===== src/rtl/reflect8n.sv =====
// reflect8n: registered bit-reflection of the low N bytes of a 64-bit word.
// N = bytewidth + 1. Bits above 8N are ignored on input and cleared on output.
// One cycle of latency, full throughput, no combinational input-to-output path.
module reflect8n (
    input  logic        clk,
    input  logic        rst,
    input  logic        in_valid,
    input  logic [63:0] value,
    input  logic [2:0]  bytewidth,
    output logic        out_valid,
    output logic [63:0] reflected_value
);

    // One fully reflected candidate per legal byte count; bytewidth selects one.
    logic [7:0][63:0] cand;

    logic [63:0] reflected_d;
    logic [63:0] reflected_q;
    logic        valid_d;
    logic        valid_q;

    genvar n, i;
    for (n = 0; n < 8; n++) begin : g_width
        localparam int W = 8 * (n + 1);
        for (i = 0; i < 64; i++) begin : g_bit
            if (i < W) begin : g_in
                assign cand[n][i] = value[W-1-i];
            end else begin : g_zero
                assign cand[n][i] = 1'b0;
            end
        end
    end

    // Next state: load the selected reflection on a valid cycle, otherwise hold.
    always_comb begin
        valid_d     = in_valid;
        reflected_d = reflected_q;
        if (in_valid) begin
            reflected_d = cand[bytewidth];
        end
    end

    // Output register; reset clears both outputs immediately.
    always_ff @(posedge clk or posedge rst) begin
        if (rst) begin
            valid_q     <= 1'b0;
            reflected_q <= 64'h0;
        end else begin
            valid_q     <= valid_d;
            reflected_q <= reflected_d;
        end
    end

    assign out_valid       = valid_q;
    assign reflected_value = reflected_q;

endmodule


===== config.mk =====
export PLATFORM = sky130hd
export DESIGN_NAME = reflect8n
export DESIGN_NICKNAME = d
export VERILOG_FILES = /design/src/rtl/reflect8n.sv
export SDC_FILE = /design/constraint.sdc
export NUM_CORES = 1
export LEC_CHECK = 0
export CELL_PAD_IN_SITES_DETAIL_PLACEMENT = 1
export CELL_PAD_IN_SITES_GLOBAL_PLACEMENT = 2
export CORE_ASPECT_RATIO = 1.2
export CORE_MARGIN = 2
export CORE_UTILIZATION = 29
export DETAILED_ROUTE_END_ITERATION = 6
export GPL_TIMING_DRIVEN = 0
export PLACE_DENSITY = 0.91
export SETUP_SLACK_MARGIN = 0.5
export SYNTH_ARGS = -nofsm -noshare
export SYNTH_HDL_FRONTEND = slang
export SYNTH_SLANG_ARGS = --single-unit
export TNS_END_PERCENT = 10

===== constraint.sdc =====
create_clock -name clk -period 2 [get_ports clk]
set_input_delay 0.2 -clock clk [delete_from_list [all_inputs] [get_ports clk]]
set_output_delay 0.2 -clock clk [all_outputs]
set_load 0.01 [all_outputs]

======== Word-level counts from Yosys, hierarchy flattened ========
Cells that the tools add are included.
storage, ports and cells
  output and inout bits ................... 65
  register bits after elaboration ......... 65
cells by class
  muxes and demuxes ....................... 2
  magnitude comparators ................... 1
operators with widths
  kind                                                        count
  binary-select mux 64 bit (select 3 bit)                     1
  2-to-1 mux 64 bit                                           1
  less-than comparator 3 x 4 -> 1 bit, second input constant  1

======== Logic depth before layout (Yosys ltp) ========
Gate-level depths: netlist of run 1.
  word-level depth ........................ 2
  depth in mapped cells ................... 6
  depth with buffers taken out ............ 3

======== Worst setup path before layout of run 1 ========
OpenSTA, ideal clock, no wires.
  path kind ............................... input port to flip-flop
  start point ............................. input bytewidth[0]
  end point ............................... register reflected_q[24] (netlist: reflected_value[24])
  path slack .............................. 653 ps
  arrival time ............................ 1221 ps
  cell stages on the path ................. 4
  buffers on the path ..................... 1
  data required time ...................... 1874 ps
  cells stage by stage .................... buf_6 -> mux4_2 -> and2_1 -> a221o_1
between the ends
  word-level cells in the longest chain between the ends .. 2
ends and longest elaborated chain
  element                                  line  text
  start, declared                          9     input logic [2:0] bytewidth,
  binary-select mux 64 bit (select 3 bit)  39    reflected_d = cand[bytewidth];
  2-to-1 mux 64 bit (not written as such)  39
  end signal, assigned                     50    reflected_q <= reflected_d;
  end, declared                            18    logic [63:0] reflected_q;
Every way passes these cells. The select of a mux whose other input is x is not followed.
A chain may end at the register's enable or synchronous reset.

======== Worst setup path after layout of run 1 ========
  start point ............................. input bytewidth[0]
  end point ............................... register reflected_q[18] (netlist: reflected_value[18])
The elaborated chain is that of the path after synthesis.

==> flow_summary.ini, run 1 <==
[clocking]
clk_path_buf_depth = 2
worstSkewPairLatency_ns = 0.33
path_clk_slew_ns = 0.06
cts_tree = done
htree_levels = 3
cts_root_buf = clkbuf_16
cts.sinks = 65
numCtsBuffers = 9

[floorplan]
core-area_um2 = 13240
die-width_um = 110.2
die_area_um2 = 14490
io_pins = 135
start_util_pct = 29.66
die_y_um = 131.5
num_rows = 46

[global_route]
antenna_found_initial = 0
grt_max_degree = 41
grt_pass1_wl_um = 23700
track_usage_pct = 22.34
grt_overflow = 0
grt_pass1_vias = 3888

[detailed_routing]
wirelength_um = 15850
postRouteAntennaNets = 0
drc = 0
dr.pass1.iters = 4
viasPerCell = 5.554
vias = 3527
drt_iter0_drc = 172
wl_per_cell_um = 24.95

[yosys]
avgSynthCellArea_um2 = 12.46
synth_top_area_cell = dfrtp_1
syn_nets = 385
postSynthCellCount = 315
ys_seq_area_share_pct = 41.43
synth_top_area_share_pct = 41.43
ys_types = 26
yosys_warnings = 0
synth-seq-cells = 65
netlist_area_um2 = 3926
yosys-top-cells-area = dfrtp_1 41%, mux2i_1 20%, mux4_2 9.8%
async_flop_share_pct = 100.0
synthFlopType = dfrtp_1
synth-edff-count = 0

[timing]
fin_crit_ns = 1.511
hold_slack_ns = 0.2499
hold_violations = 0
fin_crit_sh_pct = 75.54
rsz0062_at_grt = true
fin_skew_ns = 0
max_slew_margin_pct = 58.05
setup_violations = 0
maxSlewViolCount = 0
tightest_slew_ns = 0.6292
max_freq_ghz = 0.6619

[worst_hold_path]
hold_depth = 1
hp-start = in_valid
min_path_type = in -> reg
min_to = out_valid$_DFF_PP0_

[cells_and_area]
seq_area_um2 = 1627
fill_cells = 1441
area_delta_synth_final_pct = 49.04
final_nets = 532
final_core_util_pct = 44.21
multiInputGateArea_um2 = 2158
antenna_cells = 0
final_layout_size_suffix_gt1_share_pct = 14.35

[pwr]
switching_share_pct = 28.62
p_int_mw = 2.971
irDropWorstVdd_mv = 0.2956
pwr-share-clk_pct = 35.5
seqPwrFrac_pct = 36.8
cellLeakagePower_nw = 2.528
power_frac_comb_pct = 27.7
switching_power_mw = 1.191
powerDensity_nw_per_um2 = 711.4

[placed_design]
numPortBuffers = 133
gp_congestion = 0.8796
dp_hpwl_um = 11920

[worst_setup_path]
crit_path_max_fanout = 10
cp.required_ns = 2.22
worstSetupPathType = in -> reg
worstSetupStartpointType = primary input
reg2reg_setup_slack_ns = 1.09
r2r_start = reflected_value[30]$_DFFE_PP0P_
r2r_end = reflected_value[30]$_DFFE_PP0P_
reg2reg_depth = 2
cp-end-kind = flop
crit_arrival_ns = 1.73

[flow_run]
cap_violations = 0

[run_status]
status = completed
==> per-stage QoR <==
| step | setup WS [ns] | cells | instance area (um^2) | power (mW) | TNS (ns) |
|---|---|---|---|---|---|
| 6_report | 0.4893 | 635 | 5852 | 4.163 | 0 |
| 5_1_grt | 0.4411 | 635 | 5852 | 4.301 | 0 |
| 2_1_floorplan | 0.6527 | 315 | 3930 | 2.049 | 0 |
| 3_3_place_gp | -0.1873 | 616 | 5472 | 2.649 | -3.829 |
| 4_1_cts | 0.5198 | 635 | 5846 | 4.167 | 0 |
| 3_5_place_dp | -0.2296 | 617 | 5492 | 2.678 | -4.635 |
==> final cells by class <==
cell class | count | share of cell area (%)
Clock buffer | 13 | 4.447
Timing Repair Buffer | 136 | 23.28
Sequential cell | 65 | 27.80
Clock inverter | 3 | 0.2566
Multi-Input combinational cell | 218 | 36.88
Inverter | 2 | 0.1924
Buffer | 30 | 3.549
Tap cell | 168 | 3.592
==> cell usage after synthesis, drive strengths merged, types with 2 or more instances <==
cell      n
mux2i    78
dfrtp    65
a22o     24
buf      21
mux4     21
a221o    16
and2     14
clkbuf    9
a21oi     8
nand2     8
nor2      8
o21ai     8
o22a      8
o22ai     8
o2bb2ai   8
nor2b     4
and3      2
inv       2
==> cell usage in the layout (no fill, tap or decap), drive strengths merged <==
cell,count
nand2b,1
and2,14
nand3,1
nand2,8
mux4,21
o22a,8
nor2b,4
o2bb2ai,8
nor2,8
clkinvlp,1
a22o,24
and3,2
buf,23
clkdlybuf4s50,130
mux2i,78
a21oi,8
dfrtp,65
a221o,16
inv,1
o21ai,8
o22ai,8
dlygate4sd2,3
clkinv,3
nand3b,1
clkbuf,23
==> sequential cells by signal, indices dropped and copies added (netlist names) <==
name and count:
reflected_value 64, out_valid 1
==> repair_timing <==
action | CTS | global route
pin swaps | 1 | 0
hold buffers | 0 | 0
resized for setup | 23 | 2
endpoints found under the setup margin | 64 | 18
gates cloned | 1 | 0
setup buffers | 1 | 0
==> routing by layer <==
| layer | up-vias | global-route usage [%] | wire length, um |
|---|---|---|---|
| met5 | - | 0 | 0 |
| met2 | 156 | 36.13 | 7754 |
| met3 | 31 | 3.671 | 869 |
| met1 | 1802 | 29.27 | 6669 |
| li1 | 1538 | - | - |
| met4 | 0 | 9.306 | 553 |
==> worst max-delay path by stage <==
stage                                   startpoint                              end  slack, ns  cells past startpoint
floorplan                             bytewidth[0]  reflected_value[24]$_DFFE_PP0P_       0.65                      4
global placement                      bytewidth[2]   reflected_value[0]$_DFFE_PP0P_      -0.19                      6
detailed placement                    bytewidth[2]   reflected_value[0]$_DFFE_PP0P_      -0.23                      6
CTS                 reflected_value[4]$_DFFE_PP0P_               reflected_value[4]       0.52                      1
global route                          bytewidth[0]  reflected_value[18]$_DFFE_PP0P_       0.44                      6
finish                                bytewidth[0]  reflected_value[18]$_DFFE_PP0P_       0.49                      6
==> power groups by stage <==
| stage | Clock, mW | Sequential, mW | Combinational, mW |
|---|---|---|---|
| detailed placement | 0 | 1.55 | 1.13 |
| global placement | 0 | 1.55 | 1.10 |
| global route | 1.53 | 1.55 | 1.22 |
| CTS | 1.48 | 1.53 | 1.15 |
| floorplan | 0 | 1.59 | 0.454 |
| finish | 1.48 | 1.53 | 1.15 |
==> cells by family (layout without fill, tap and decap cells) <==
logic type             count (synthesis)  count (layout)  share of synthesized area, %
AO/OA/AOI/OAI                         80              80                         16.32
buffers and inverters                 32             184                         4.748
flip-flops                            65              65                         41.43
multiplexers                          99              99                         32.31
AND/OR/NAND/NOR                       39              39                         5.195
==> critical path, cell delays in order <==
cell and delay (ns):
dlygate4sd2_1 0.33, buf_4 0.25, buf_6 0.24, mux2i_2 0.37
o21ai_0 0.15, o22a_1 0.19
Note: power is estimated with default switching activity, not from simulation.
==> inputs of run 2 (changes only) <==
clock period = 1.4 ns   (was 2 ns; I/O delays follow)
==> run 2 against run 1 <==
Compared with the run above:
- clock-buffer cell count is the same
- clock skew is the same
- die area is the same
- utilization grew 0.89 points
- final cell count grew 2.8%
- non-clock buffer count grew 18
- largest power group unchanged
- largest cell class unchanged
- first-iteration DRC count grew 60%
- sequential power grew 42%
- global-route usage grew 0.70 points
- worst setup slack lost 0.18 ns
==> flow_summary.ini, run 2 (synthesis gave the netlist of run 1 again) <==
[clocking]
htree_levels = 3
numCtsBuffers = 9
cts_tree = done
cts_root_buf = clkbuf_16
cts.sinks = 65
worstSkewPairLatency_ns = 0.34
hold_buffers = 0
path_clk_slew_ns = 0.05
clk_path_buf_depth = 2

[floorplan]
die-width_um = 110.2
core-area_um2 = 13240
io_pins = 135
start_util_pct = 29.66
die_area_um2 = 14490
num_rows = 46
die_y_um = 131.5

[detailed_routing]
wirelength_um = 16610
drt_iter0_drc = 275
postRouteAntennaNets = 0
vias = 3721
viasPerCell = 5.698
dr.pass1.iters = 5
wl_per_cell_um = 25.44
drc = 0

[worst_setup_path]
critPathMaxStageDelay_ns = 0.53
cp_cell_sequence = buf_12 -> buf_12 -> mux4_2 -> and2_4 -> a221o_1
crit_arrival_ns = 1.31
cp_common_cell = buf_12
worstSetupStartpointType = primary input
cp.required_ns = 1.62
cp_slowest_cell = mux4_2
worstSetupPathType = in -> reg
crit_path_max_fanout = 5
cp-end-kind = flop

[timing]
rsz0062_at_grt = true
fin_skew_ns = 0
max_freq_ghz = 0.9188
hold_violations = 0
tightest_slew_ns = 0.6192
max_slew_margin_pct = 58.63
fin_crit_sh_pct = 77.74
fin_crit_ns = 1.088
setup_violations = 0
maxSlewViolCount = 0
hold_slack_ns = 0.01710
fin_ws_ns = 0.3116

[global_route]
grt.met2_usage_pct = 38.14
antenna_found_initial = 0
grt_overflow = 0
grt_pass1_wl_um = 24460
grt_util_met1_pct = 29.92
grt_max_degree = 41
track_usage_pct = 23.04
busiest_layer = met2
grt_pass1_vias = 4028
met3_usage_pct = 3.571

[placed_design]
dp_hpwl_um = 11920
postPlaceCellArea_um2 = 5492
numPortBuffers = 133
gp_congestion = 0.8796
pre_cts_slack_ns = -0.7696

[cells_and_area]
final_nets = 550
antenna_cells = 0
largest_reg_flops = 64
design_area_um2 = 5969
final_cell_mix = 65 x dfrtp_1, 61 x buf_2, 57 x mux2i_1
final_layout_size_suffix_gt1_share_pct = 43.92
layout_commonest_cell = dfrtp_1
area_delta_synth_final_pct = 52.04

[worst_hold_path]
min_path_type = in -> reg

[pwr]
cellLeakagePower_nw = 2.816
powerDensity_nw_per_um2 = 995.5
irDropWorstVdd_mv = 0.4310

[flow_run]
cap_violations = 0

[run_status]
status = completed
==> run 2: cell type report <==
| type | instances | area (um^2) |
|---|---|---|
| clock buffer | 13 | 260.3 |
| clock inverter | 3 | 15.01 |
| tap | 168 | 210.2 |
| fill | 1433 | 7268 |
| buffer | 30 | 354.1 |
| timing repair buffer | 154 | 1176 |
| sequential | 65 | 1627 |
| inverter | 2 | 11.26 |
| multi-input combinational | 218 | 2316 |
==> run 2: worst paths after layout <==
kind	to	start	cells after the start	slack (ns)
max	reflected_value[26]$_DFFE_PP0P_	bytewidth[0]	5	0.31
min reg2reg	reflected_value[48]$_DFFE_PP0P_	reflected_value[48]$_DFFE_PP0P_	1	0.49
max reg2reg	reflected_value[30]$_DFFE_PP0P_	reflected_value[30]$_DFFE_PP0P_	3	0.39
max in group asynchronous	reflected_value[18]$_DFFE_PP0P_	rst	3	0.57
min	out_valid$_DFF_PP0_	in_valid	1	0.02
min in group asynchronous	reflected_value[14]$_DFFE_PP0P_	rst	2	0.22
==> run 2: power breakdown <==
group | internal (mW) | leakage, nW | switching (mW)
registers | 2.06 | 0.824 | 0.116
clock network | 1.29 | 0.139 | 0.819
logic | 0.824 | 1.85 | 0.833
total | 4.17 | 2.82 | 1.77
==> run 2: per-stage QoR <==
stage	TNS (ns)	cells	total power, mW	util (%)
after floorplan	0	315	2.927	-
after global placement	-55.61	616	3.784	41.33
after detailed placement	-37.66	617	3.825	41.48
after CTS	0	651	5.880	44.10
after global routing	0	653	6.150	45.09
final	0	653	5.942	45.09
==> run 2: repair_timing <==
item | 4_1_cts | 5_1_grt
endpoints found under the setup margin | 129 | 169
gates resized for setup | 425 | 75
pin swaps | 14 | 4
cloned | 2 | 1
setup buffers | 16 | 1
==> run 2: worst max-delay path, delay by kind of cell <==
kind,cells,cell delay (ns)
compound gates,1,0.26
buf+inv,2,0.21
simple gates,1,0.16
mux,1,0.53
==> run 2: routing by layer <==
layer	routed length [um]	part of all wire (%)
met5	0	0
met4	514	3.1
met3	1158	7.0
met2	8369	50
met1	6573	40
